File: src/rtl/bomb_exp_module.sv
// Bomb placement, fuse countdown and cross-shaped explosion for the arena renderer.
// Tile lookups are combinational on the pixel coordinates, so the outputs add no pixel latency.
module bomb_exp_module #(
  parameter int FUSE_MAX = 150000000,
  parameter int EXP_MAX  = 50000000,
  parameter int POST_MAX = 25000000,
  parameter int EXP_LEN  = 1
) (
  input  logic        clk,
  input  logic        reset,
  input  logic        display_on,
  input  logic [9:0]  x,
  input  logic [9:0]  y,
  input  logic [9:0]  x_b,
  input  logic [9:0]  y_b,
  input  logic        btn_place,
  output logic        bomb_on,
  output logic        exp_on,
  output logic        post_exp_active,
  output logic        bomb_active,
  output logic        bm_exp_hit,
  output logic [11:0] rgb_out
);

  typedef enum logic [1:0] {NO_BOMB, FUSE, EXPLODE, POST_EXP} state_t;

  state_t            state, state_nxt;
  logic [27:0]       timer;
  logic              btn_q, btn_rise;
  logic signed [7:0] btx, bty, pix_tx, pix_ty, bm_tx, bm_ty;
  logic [7:0]        arms;
  logic              hit_done, hit_now, pix_in;
  logic              unused_bits;

  function automatic logic blocked(input logic signed [7:0] tx, input logic signed [7:0] ty);
    return (tx < 8'sd0) || (tx > 8'sd32) || (ty < 8'sd0) || (ty > 8'sd25) || (tx[0] && ty[0]);
  endfunction

  // Reach of one arm: stops just before the first pillar or arena edge.
  function automatic logic [1:0] arm_len(input logic signed [7:0] bx, input logic signed [7:0] by,
                                         input logic signed [7:0] dx, input logic signed [7:0] dy);
    logic signed [7:0] nx, ny;
    logic              stop;
    logic [1:0]        len;
    nx   = bx;
    ny   = by;
    stop = 1'b0;
    len  = 2'd0;
    for (int d = 1; d <= 3; d++) begin
      nx = nx + dx;
      ny = ny + dy;
      if (d <= EXP_LEN && !stop) begin
        if (blocked(nx, ny)) stop = 1'b1;
        else len = 2'(d);
      end
    end
    return len;
  endfunction

  // arms packs the reach as {up, down, left, right}, two bits each.
  function automatic logic in_set(input logic signed [7:0] tx, input logic signed [7:0] ty,
                                  input logic signed [7:0] bx, input logic signed [7:0] by,
                                  input logic [7:0] a);
    logic signed [7:0] dx, dy;
    dx = tx - bx;
    dy = ty - by;
    return (dx == 8'sd0 && dy == 8'sd0)
        || (dx == 8'sd0 && dy < 8'sd0 && -dy <= $signed({6'b0, a[7:6]}))
        || (dx == 8'sd0 && dy > 8'sd0 &&  dy <= $signed({6'b0, a[5:4]}))
        || (dy == 8'sd0 && dx < 8'sd0 && -dx <= $signed({6'b0, a[3:2]}))
        || (dy == 8'sd0 && dx > 8'sd0 &&  dx <= $signed({6'b0, a[1:0]}));
  endfunction

  // The arena origin (48,32) is tile aligned, so pixel tiles are plain bit slices.
  assign pix_tx = $signed({2'b00, x[9:4]}) - 8'sd3;
  assign pix_ty = $signed({2'b00, y[9:4]}) - 8'sd2;
  assign pix_in = (pix_tx >= 8'sd0) && (pix_tx <= 8'sd32) && (pix_ty >= 8'sd0) && (pix_ty <= 8'sd25);
  // Hitbox centre (+8,+16): x_b[3] carries the half-tile offset into the tile index.
  assign bm_tx  = $signed({2'b00, x_b[9:4]}) + $signed({7'b0, x_b[3]}) - 8'sd3;
  assign bm_ty  = $signed({2'b00, y_b[9:4]}) - 8'sd1;
  assign unused_bits = ^{x[3:0], y[3:0], x_b[2:0], y_b[3:0]};

  assign btn_rise = btn_place & ~btn_q;

  always_comb begin
    state_nxt = state;
    case (state)
      NO_BOMB:  if (btn_rise)                       state_nxt = FUSE;
      FUSE:     if (timer == 28'(FUSE_MAX - 1))     state_nxt = EXPLODE;
      EXPLODE:  if (timer == 28'(EXP_MAX - 1))      state_nxt = POST_EXP;
      POST_EXP: if (timer == 28'(POST_MAX - 1))     state_nxt = NO_BOMB;
      default:                                      state_nxt = NO_BOMB;
    endcase
  end

  always_ff @(posedge clk or posedge reset) begin
    if (reset) begin
      state           <= NO_BOMB;
      timer           <= '0;
      btn_q           <= 1'b0;
      btx             <= '0;
      bty             <= '0;
      arms            <= '0;
      hit_done        <= 1'b0;
      post_exp_active <= 1'b0;
    end else begin
      btn_q <= btn_place;
      state <= state_nxt;
      if (state_nxt != state || state_nxt == NO_BOMB) timer <= '0;
      else timer <= timer + 28'd1;
      if (state == NO_BOMB && btn_rise) begin
        btx <= bm_tx;
        bty <= bm_ty;
      end
      if (state == FUSE && state_nxt == EXPLODE) begin
        arms     <= {arm_len(btx, bty, 8'sd0, -8'sd1), arm_len(btx, bty, 8'sd0, 8'sd1),
                     arm_len(btx, bty, -8'sd1, 8'sd0), arm_len(btx, bty, 8'sd1, 8'sd0)};
        hit_done <= 1'b0;
      end else if (hit_now) begin
        hit_done <= 1'b1;
      end
      post_exp_active <= (state_nxt == EXPLODE) || (state_nxt == POST_EXP);
    end
  end

  assign bomb_active = (state != NO_BOMB);
  assign bomb_on     = display_on && (state == FUSE) && pix_in && (pix_tx == btx) && (pix_ty == bty);
  assign exp_on      = display_on && (state == EXPLODE) && pix_in && in_set(pix_tx, pix_ty, btx, bty, arms);
  assign hit_now     = (state == EXPLODE) && !hit_done && in_set(bm_tx, bm_ty, btx, bty, arms);
  assign bm_exp_hit  = hit_now;

  always_comb begin
    rgb_out = 12'h000;
    if (bomb_on)     rgb_out = timer[23] ? 12'hF00 : 12'h000;
    else if (exp_on) rgb_out = 12'hFA0;
  end

endmodule
File: config.mk
export PLATFORM = sky130hd
export DESIGN_NAME = bomb_exp_module
export DESIGN_NICKNAME = d
export VERILOG_FILES = /design/src/rtl/bomb_exp_module.sv
export SDC_FILE = /design/constraint.sdc
export NUM_CORES = 1
export LEC_CHECK = 0
export CORE_AREA = 5 5 139 75
export DETAILED_ROUTE_END_ITERATION = 16
export DIE_AREA = 0 0 144 80
export GPL_TIMING_DRIVEN = 1
export PLACE_DENSITY = 0.79
export SLEW_MARGIN = 20
export SYNTH_ARGS = -nofsm -noshare
export SYNTH_HDL_FRONTEND = slang
export SYNTH_SLANG_ARGS = --single-unit
export TNS_END_PERCENT = 10
File: constraint.sdc
create_clock -name clk -period 4.5 [get_ports clk]
set_clock_uncertainty 0.1 [all_clocks]
set_input_delay 0.45 -clock clk [delete_from_list [all_inputs] [get_ports clk]]
set_output_delay 0.45 -clock clk [all_outputs]
set_load 0.01 [all_outputs]
Word-level counts from Yosys, hierarchy flattened
Index checks and enable logic that the tools add are counted.

word-level totals
  register bits = 56
  bits of input ports = 44
  output and inout bits = 17
  word-level logic and storage cells = 156

operators by class
  add/subtract/negate cells = 18
  $lt $le $gt $ge = 32
  equal/unequal tests = 11
  muxes and demuxes = 15
  bitwise operators = 2
  reductions and logical operators = 70

operators by type and width
  cell                     count
  $lt A8 B1 Y1 const B     9
  $le A8 B3 Y1             8
  $logic_and A1 B1 Y1      36
  $mux W12                 3
  $gt A8 B1 Y1 const B     4
  $logic_not A8 Y1         4
  $neg A8 Y8               4
  $add A28 B1 Y28 const B  1
  $eq A28 B25 Y1 const B   1
  $eq A28 B26 Y1 const B   1
  $eq A28 B28 Y1 const B   1
  $mux W28                 1
  $logic_or A1 B1 Y1       25
  $gt A8 B7 Y1 const B     3
  $gt A8 B6 Y1 const B     2
  $sub A7 B7 Y8            2
  $ge A7 B1 Y1 const B     2
  $sub A6 B2 Y7 const B    2
  $add A7 B1 Y8 const B    1
  $add A7 B2 Y8 const B    1
  $add A8 B1 Y8 const B    1
  $add A8 B2 Y8 const B    1
  $eq A2 B2 Y1 const B     4
  $eq A7 B8 Y1             1
  other kinds (20)         30

Logic depth before layout (Yosys ltp)
Gate-level depths: netlist (run 1).

  depth after elaboration = 13
  mapped depth = 17
  gate-level depth less buffers = 17

Least setup slack after synthesis (run 1)
No wires, ideal clock.

  path kind = input to output
  start point = input y[5]
  end point = output rgb_out[10]
  arrival time = 3.365 ns
  required time = 3.950 ns
  slack = 0.585 ns
  stages = 15
  path buffers = 1
  cell sequence = inv_1 ha_1 nor3b_1 xor2_1 ha_1 o21a_1 nor2_1 nand2_1 o41ai_1 o21ai_0 or3_1 a2111oi_2 a21o_1 a21o_1 buf_4

on the way
  word-level cells in the longest chain between the ends = 12
  elaborated cells between the ends (all ways) = 33
  classes of those cells = 3 x add/sub; 6 x order compare; 1 x eq/ne; 2 x mux; 21 x reduce/logical

ends and longest elaborated chain
  element                                                     RTL line  text
  start: declaration                                          13        input logic [9:0] y,
  $sub A6 B2 Y7 *                                             76        assign pix_ty = $signed({2'b00, y[9:4]}) - 8'sd2;
  $sub A7 B7 Y8                                               66        dy = ty - by;
  $neg A8 Y8 / $lt A8 B1 Y1 (equally long branches)           68        || (dx == 8'sd0 && dy < 8'sd0 && -dy <= $signed({6'b0, a[7:6]}))
  $le A8 B3 Y1 / $logic_and A1 B1 Y1 (equally long branches)  68
  $logic_and A1 B1 Y1                                         68
  $logic_or A1 B1 Y1                                          68
  $logic_or A1 B1 Y1                                          69        || (dx == 8'sd0 && dy > 8'sd0 && dy <= $signed({6'b0, a[5:4]}))
  $logic_or A1 B1 Y1                                          70        || (dy == 8'sd0 && dx < 8'sd0 && -dx <= $signed({6'b0, a[3:2]}))
  $logic_or A1 B1 Y1                                          71        || (dy == 8'sd0 && dx > 8'sd0 && dx <= $signed({6'b0, a[1:0]}));
  $logic_and A1 B1 Y1 *                                       128       assign exp_on = display_on && (state == EXPLODE) && pix_in && in_set(pix_tx, pix_ty, btx, bty, arms);
  via exp_on                                                  18        output logic exp_on,
  $mux W12 *                                                  135       else if (exp_on) rgb_out = 12'hFA0;
  $mux W12 *                                                  134       if (bomb_on) rgb_out = timer[23] ? 12'hF00 : 12'h000;
  end: declaration                                            22        output logic [11:0] rgb_out

Mark *: on every way through the listed nets, which the timed path passes. The rest lies on a longest branch.

Final worst setup path (run 1)
  start point = input y[7]
  end point = output rgb_out[10]

on the way
  word-level cells in the longest chain between the ends = 12
  elaborated cells between the ends (all ways) = 33
  classes of those cells = 3 x add/sub; 6 x order compare; 1 x eq/ne; 2 x mux; 21 x reduce/logical

ends and longest elaborated chain
  element                                                     RTL line
  $sub A6 B2 Y7 *                                             76
  $sub A7 B7 Y8                                               66
  $neg A8 Y8 / $lt A8 B1 Y1 (equally long branches)           68
  $le A8 B3 Y1 / $logic_and A1 B1 Y1 (equally long branches)  68
  $logic_and A1 B1 Y1                                         68
  $logic_or A1 B1 Y1                                          68
  $logic_or A1 B1 Y1                                          69
  $logic_or A1 B1 Y1                                          70
  $logic_or A1 B1 Y1                                          71
  $logic_and A1 B1 Y1                                         128
  $mux W12                                                    135
  $mux W12 *                                                  134

Mark *: on every way between the ends. The rest lies on a longest branch, timed or not.

==> impl_metrics.yaml, run 1 <==
place:
  portBuffers: 39
  gp_congestion: 0.911
  dp_slack_ps: -588
  dpl-instance-area_mm2: 0.00614
  hpwl_um: 11600
die:
  core_mm2: 0.00910
  die_h_um: 80
  die_w_um: 144
  start_util: 0.541
  ioPinCount: 61
  dieArea_mm2: 0.0115
  num_rows: 25
clocking:
  clockBufferDepth: 2
  cts_tree: "built"
  clock_latency_ps: 300
  cts.sinks: 52
  cts-root-buf: "clkbuf_16"
  cts-buffers-inserted: 5
  cts-htree-levels: 2
  cts.clk_slew.worst_paths_ps: 80
timing:
  rsz0062_at_grt: "yes"
  finalMaxSlewViolations: 0
  setup_tns_ps: -193
  fin_crit_ps: 4550
  hold_ws_ps: 390
  setup_ws_ps: -52.6
  tightestPinTransition_ps: 858
  hold_viol: 0
  slew_headroom: 0.426
  min_period_over_period: 1.01
  setup_viol: 4
  fmax_mhz: 220
critical_path:
  cpMaxStageDelayCell: "clkdlybuf4s50_1"
  crit_fanout: 4
  crit_arrival_ps: 4000
  slowest_delay_ps: 500
  critPathKind: "input port to output port"
  required_ps: 3950
  startpoint: "y[7]"
  cp-start-kind: "input port"
  cp-end-kind: "output port"
  crit_chain: "clkdlybuf4s50_1 > buf_4 > xor2_4 > ha_4 > o21ai_1 > a21oi_2 > buf_4 > o41ai_1 > o21ai_1 > buf_4 > nand3_1 > o21ai_1 > a2111oi_4 > a21o_1 > buf_4 > a21o_1 > buf_2"
  r2r_slack_ps: 990
  cpMostUsedCell: "buf_4"
  r2r_start: "bty[0]"
pwr:
  combPwrFrac: 0.449
  p_switching_uw: 571
  leakage_uw: 0.00325
  powerDensity_mw_per_mm2: 229
  p_seq_frac: 0.298
  clkPwrFrac: 0.253
  p_sw_frac: 0.358
  max-vdd-ir-drop_v: 0.000163
  internal_power_uw: 1020
synth:
  synth_edf_count: 0
  seq_area_frac_synth: 0.264
  synthFlopType: "dfrtp_1"
  avgSynthCellArea_um2: 8.09
  yosys_warnings: 0
  synth_cell_type_count: 64
  syn-cell-area_mm2: 0.00493
  synthCells: 609
  ys_async_sr_fraction: 1.00
  ys_ff_latch: 52
routing:
  drt_wl_total_um: 17500
  first_pass_iters: 7
  wl_per_cell_um: 19.9
  vias: 5442
  drt_iter0_markers: 725
  drtAntennaViolNets: 0
  vias_per_cell: 6.18
  remaining_drc_errors: 0
grt:
  grt_pass1_vias: 5155
  grt_usage: 0.277
  grt_max_degree: 53
  grt-ovfl-total: 0
  grt_first_pass_wirelength_um: 25500
  antenna_found_initial: 0
finish:
  final_nets: 854
  area_delta_synth_final_pct: 41.0
  drive_gt1_frac: 0.294
  register_area_mm2: 0.00130
  final_util: 0.763
  fill_cells: 603
  multi_input_area_mm2: 0.00393
  final_cell_area_mm2: 0.00694
outcome:
  violations: "negative setup slack"
  outcome: "finished, violations left"
worst_hold_path:
  min_from: "hit_done"
  hp-class: "register to register"
flow_run:
  maxCapViolations: 0
-- layer usage --
metal,vias up,global-route usage,share of wire
met3,74,0.0443,0.11
met1,2536,0.409,0.41
met5,-,0,0
met2,400,0.422,0.44
met4,0,0.0658,0.039
li1,2432,-,-
-- worst max-delay path, delay by kind of cell --
| kind | cells | cell delay, ps |
|---|---|---|
| compound gates | 8 | 1640 |
| buf+inv | 6 | 1310 |
| fa+ha+maj | 1 | 240 |
| xor+xnor | 1 | 220 |
| simple gates | 1 | 140 |
-- cell families after synthesis --
logic type,count (synthesis),share of synthesized area
XOR/XNOR,65,0.117
adder cells (fa/ha/maj),52,0.138
AO/OA/AOI/OAI,120,0.160
AND/OR/NAND/NOR,255,0.255
multiplexers,5,0.0109
flip-flops,52,0.264
other,1,0.000761
buffers and inverters,59,0.0533
-- area by class of cell --
class | count | share of cell area
Multi-Input combinational cell | 503 | 0.565
Antenna cell | 1 | 0.000360
Clock inverter | 3 | 0.00360
Tap cell | 121 | 0.0218
Clock buffer | 5 | 0.0180
Sequential cell | 52 | 0.187
Timing Repair Buffer | 156 | 0.182
Inverter | 40 | 0.0216
-- cell usage after synthesis (10+ instances only) --
| library cell | instances | area [um^2] |
|---|---|---|
| dfrtp_1 | 52 | 1300 |
| nand4_1 | 10 | 62.6 |
| o21ai_0 | 28 | 140 |
| inv_1 | 40 | 150 |
| nand2_1 | 54 | 203 |
| buf_4 | 10 | 75.1 |
| a21oi_1 | 32 | 160 |
| xnor2_1 | 30 | 263 |
| ha_1 | 48 | 601 |
| nand2b_1 | 12 | 75.1 |
| xor2_1 | 34 | 298 |
| nor3_1 | 17 | 85.1 |
| nand3_1 | 29 | 145 |
| nor2_1 | 78 | 293 |
| and3_1 | 11 | 68.8 |
-- cell usage in the layout (no fill, tap or decap), drive strengths merged, types with 9 or more instances in the layout --
cell type | synthesis | layout
a21oi | 33 | 33
xor2 | 35 | 35
ha | 48 | 48
nand2b | 12 | 12
xnor2 | 30 | 30
and3 | 11 | 11
or4 | 9 | 9
nand2 | 54 | 54
dfrtp | 52 | 52
inv | 40 | 42
nor2 | 78 | 78
nand3 | 29 | 29
nor3 | 17 | 17
clkdlybuf4s50 | 0 | 22
buf | 14 | 123
a21o | 9 | 9
o21ai | 30 | 30
nand4 | 10 | 10
-- what timing repair did --
item                                    CTS  global route
resized for setup                        52            81
setup buffers                             7             8
pin swaps                                15            28
endpoints found under the setup margin    8             8
hold buffers                              0             0
gates cloned                              0             0
-- sequential cells by signal, indices dropped and copies added, names as in the netlist --
signal / count
timer: 28
btx: 8
bty: 7
arms: 4
state: 2
btn_q: 1
hit_done: 1
post_exp_active: 1
-- final timing paths --
kind | depth (start not counted) | endpoint
max | 17 | rgb_out[10]
min | 1 | hit_done
max reg2reg | 14 | hit_done
min reg2reg | 1 | hit_done
max in group asynchronous | 3 | timer[19]
min in group asynchronous | 3 | hit_done
-- through the flow --
stage,total power [uW],std cells
2_1_floorplan,790,614
3_3_place_gp,994,857
3_5_place_dp,1020,857
4_1_cts,1450,872
5_1_grt,1660,880
6_report,1590,881
-- power groups by stage --
stage,registers (uW),clock network [uW],logic (uW)
finish,475,403,715
global placement,484,0,510
floorplan,483,0,307
global route,475,427,761
detailed placement,484,0,534
CTS,475,403,574
No activity file was read; power rests on OpenSTA's default activity.
==> run 2, diff against run 1 <==
- TNS_END_PERCENT: 10 -> not set
==> impl_metrics.yaml, run 2 (synthesized netlist as in run 1, its figures left out) <==
routing:
  wl_per_cell_um: 20.0
  drtAntennaViolNets: 0
  remaining_drc_errors: 0
  vias_per_cell: 6.30
  drt_iter0_markers: 774
  drt_wl_total_um: 17600
  vias: 5550
  first_pass_iters: 5
finish:
  drive_gt1_frac: 0.307
  multi_input_area_mm2: 0.00401
  instances_no_fill: 881
  diodes: 0
  largest-register: "timer"
  final_cell_mix: "117 x buf_4, 71 x nor2_1, 52 x dfrtp_1, 51 x nand2_1, 36 x inv_1"
  top_regs: "timer x28, btx x8, bty x7"
  largest_reg_flops: 28
  final_nets: 855
  register_area_mm2: 0.00130
  area_delta_synth_final_pct: 42.6
  mostFrequentLayoutCell: "buf_4"
  fill_cells: 602
critical_path:
  startpoint: "bty[0]"
  crit_fanout: 6
  cp-start-kind: "register"
  crit_arrival_ps: 3990
  critPathKind: "register to output port"
  required_ps: 3950
  r2r_start: "bty[0]"
  rr_endpoint: "hit_done"
  cp-end-kind: "output port"
  r2r_slack_ps: 930
  endpoint: "rgb_out[9]"
  rr_worst_depth: 14
timing:
  hold_viol: 0
  slew_headroom: 0.410
  fmax_mhz: 220
  setup_viol: 4
  finalMaxSlewViolations: 0
  setup_tns_ps: -131
  hold_ws_ps: 386
  min_period_over_period: 1.01
  setup_ws_ps: -39.1
  tightestPinTransition_ps: 882
  fin_crit_ps: 4540
grt:
  antenna_found_initial: 0
  grt_usage: 0.281
  grt_pass1_vias: 5223
  grt-ovfl-total: 0
  grt_first_pass_wirelength_um: 25900
  grt_max_degree: 53
flow_run:
  maxCapViolations: 0
place:
  hpwl_um: 11600
  dp_cells: 857
  portBuffers: 39
  gp_congestion: 0.911
die:
  start_util: 0.541
  core_mm2: 0.00910
  num_rows: 25
  ioPinCount: 61
  die_h_um: 80
  dieArea_mm2: 0.0115
  die_w_um: 144
clocking:
  cts-root-buf: "clkbuf_16"
  cts.clk_slew.worst_paths_ps: 70
  cts.sinks: 52
  cts-htree-levels: 2
  clock_latency_ps: 300
  cts-buffers-inserted: 5
  cts_tree: "built"
  clockBufferDepth: 2
outcome:
  violations: "negative setup slack"
  outcome: "finished, violations left"
pwr:
  leakage_uw: 0.00327
  max-vdd-ir-drop_v: 0.000160
  powerDensity_mw_per_mm2: 227
worst_hold_path:
  hp-class: "register to register"
run 2: cell types whose count changed in the layout (fill, tap and decap cells not counted), moves of 2 or more:
cell,previous run,this run
nor2_2,5,7
nand3_1,28,26
nand2_1,53,51
nand2_2,1,3
nand3_2,1,3
nor2_1,73,71
run 2: report_power, final:
part / total (uW) / internal, uW / switching [uW] / leakage (uW)
clock: 400 / 211 / 190 / 0.0000708
sequential: 475 / 471 / 3.44 / 0.000671
combinational: 723 / 344 / 378 / 0.00253
run 2: critical path, cell delays in order, from the launching register on:
cell       delay, ps
dfrtp_1          510
ha_1             220
inv_1             70
fa_2             420
buf_4            160
xnor2_2          260
nand2_1          100
mux2i_1          300
o21ai_0          230
nand3_1          140
o21ai_0          200
a2111oi_4        410
a21o_1           230
buf_4            140
a21o_1           140
buf_2            170
run 2: through the flow:
step                       util  instance area (um^2)  total power, uW  setup slack [ps]
final                     0.772                  7030             1600             -39.1
after floorplan               -                  4940              790               585
after detailed placement  0.675                  6140             1020              -588
after global placement    0.675                  6140              994              -433
after global routing      0.772                  7030             1670              -186
after CTS                 0.718                  6540             1460              6.56
run 2: how the worst min path moves through the flow:
stage / start / to / slack, ps / depth (start not counted)
3_5_place_dp: hit_done / hit_done / 370 / 1
6_report: hit_done / hit_done / 390 / 1
3_3_place_gp: hit_done / hit_done / 360 / 1
5_1_grt: hit_done / hit_done / 410 / 1
2_1_floorplan: hit_done / hit_done / 340 / 1
4_1_cts: hit_done / hit_done / 380 / 1
run 2: cell type report:
cell class	count	area share
multi-input combinational	503	0.571
sequential	52	0.185
timing repair buffer	157	0.180
tap	121	0.0215
inverter	40	0.0214
clock buffer	5	0.0178
clock inverter	3	0.00356
run 2: metal layers:
metal	vias up	GRT usage	routed length (um)	part of all wire
li1	2422	-	-	-
met1	2603	0.406	7270	0.41
met2	428	0.428	7670	0.43
met3	97	0.0539	2000	0.11
met4	0	0.0771	687	0.039
met5	-	0	0	0
run 2: what timing repair did:
| item | CTS | global route |
|---|---|---|
| setup endpoints to repair | 8 | 8 |
| buffers inserted | 10 | 6 |
| resized for setup | 59 | 93 |
| pin swaps | 23 | 32 |
| hold buffers | 0 | 0 |
==> run 3, diff against run 2 <==
- GPL_ROUTABILITY_DRIVEN: not set -> 0
==> impl_metrics.yaml, run 3 (synthesized netlist as in run 1, its figures left out) <==
pwr:
  p_sw_frac: 0.343
  internal_power_uw: 1020
  leakage_uw: 0.00319
  p_switching_uw: 531
  clkPwrFrac: 0.263
  powerDensity_mw_per_mm2: 227
  max-vdd-ir-drop_v: 0.000162
  combPwrFrac: 0.430
  p_seq_frac: 0.307
worst_hold_path:
  hp-class: "register to register"
routing:
  wl_per_cell_um: 18.1
  drt_iter0_markers: 600
  drt_wl_total_um: 15700
  vias_per_cell: 6.03
  first_pass_iters: 5
  remaining_drc_errors: 0
  drtAntennaViolNets: 0
  vias: 5235
finish:
  drive_gt1_frac: 0.277
  top_regs: "timer x28, btx x8, bty x7"
  largest-register: "timer"
  area_delta_synth_final_pct: 38.4
  register_area_mm2: 0.00130
  largest_reg_flops: 28
  final_util: 0.749
  multi_input_area_mm2: 0.00389
  fill_cells: 601
  mostFrequentLayoutCell: "buf_4"
  final_cell_mix: "104 x buf_4, 73 x nor2_1, 52 x nand2_1, 52 x dfrtp_1, 35 x inv_1"
  diodes: 0
  instances_no_fill: 868
  final_nets: 842
die:
  core_mm2: 0.00910
  die_w_um: 144
  dieArea_mm2: 0.0115
  start_util: 0.541
  num_rows: 25
  ioPinCount: 61
  die_h_um: 80
clocking:
  cts_tree: "built"
  clockBufferDepth: 2
  cts-root-buf: "clkbuf_16"
  cts.sinks: 52
  cts-buffers-inserted: 5
  clock_latency_ps: 300
  cts-htree-levels: 2
  cts.clk_slew.worst_paths_ps: 80
place:
  portBuffers: 39
  hpwl_um: 11200
  dp_slack_ps: -658
  dp_cells: 852
timing:
  min_period_over_period: 0.998
  fin_crit_ps: 4490
  setup_viol: 0
  hold_viol: 0
  tightestPinTransition_ps: 864
  finalMaxSlewViolations: 0
  fmax_mhz: 223
  setup_ws_ps: 8.98
  slew_headroom: 0.422
grt:
  grt_usage: 0.257
  antenna_found_initial: 0
  grt_max_degree: 53
  grt_pass1_vias: 4916
  grt-ovfl-total: 0
  grt_first_pass_wirelength_um: 23800
critical_path:
  critPathKind: "input port to output port"
  cp-end-kind: "output port"
  required_ps: 3950
  crit_fanout: 4
  cp-start-kind: "input port"
  crit_arrival_ps: 3940
flow_run:
  maxCapViolations: 0
outcome:
  outcome: "finished, final reports clean"
-- run 3: cell count changes in the layout (fill, tap and decap cells not counted), moves of 2 or more --
cell and delta:
buf_4 -13, dlygate4sd2_1 +4, clkbuf_2 -3, xor2_1 +3
ha_2 +2, ha_4 -2, nand3_1 +2, nand3_2 -2
nor2_1 +2, nor2_2 -2, xor2_2 -2
-- run 3: path summary, 6_finish.rpt --
check | start | end | slack, ps | depth (start not counted)
max in group asynchronous | reset | timer[16] | 3280 | 3
worst max register to register | bty[0] | hit_done | 1170 | 13
worst min register to register | hit_done | hit_done | 390 | 1
worst max-delay path | y[5] | rgb_out[11] | 9 | 17
worst min-delay path | hit_done | hit_done | 390 | 1
min in group asynchronous | reset | hit_done | 550 | 3
-- run 3: final cells by class --
type | count | area share
Multi-Input combinational cell | 503 | 0.571
Timing Repair Buffer | 144 | 0.172
Sequential cell | 52 | 0.191
Clock buffer | 6 | 0.0204
Tap cell | 121 | 0.0222
Clock inverter | 2 | 0.00202
Inverter | 40 | 0.0220
-- run 3: metrics by stage --
step / total power [uW] / cell area [um^2] / hold slack, ps / TNS, ps
2_1_floorplan: 790 / 4940 / 342 / 0
3_3_place_gp: 985 / 6100 / 359 / -2750
3_5_place_dp: 1010 / 6100 / 375 / -4550
4_1_cts: 1450 / 6440 / 389 / 0
5_1_grt: 1610 / 6820 / 411 / -565
6_report: 1550 / 6820 / 390 / 0
-- run 3: metal layers --
metal,part of all wire,GRT usage,vias to the layer above
met3,0.097,0.0497,45
met4,0.020,0.0583,0
met5,0,0,-
met1,0.44,0.379,2479
li1,-,-,2408
met2,0.44,0.389,303
-- run 3: critical path, stage by stage --
cell and delay, ps:
clkdlybuf4s50_1 500, inv_2 70, ha_4 240, inv_1 120, ha_4 230, o21ai_0 220
a21oi_2 90, o21a_1 190, nor2_1 180, xnor2_2 170, nand3_1 120, or3_4 400
a2111oi_4 350, a21o_1 180, buf_4 110, a21o_1 140, buf_2 170
-- run 3: power groups by stage --
stage	registers [uW]	clock network, uW	logic (uW)
detailed placement	484	0	525
CTS	475	404	570
floorplan	483	0	307
global route	476	424	714
finish	475	408	667
global placement	484	0	501
-- run 3: what timing repair did --
action                                 in CTS  in global routing
endpoints found under the hold margin       0                  0
resized for setup                          57                 69
hold buffers                                0                  0
setup buffers                               3                  5
pin swaps                                  17                 33
setup endpoints to repair                   8                  8
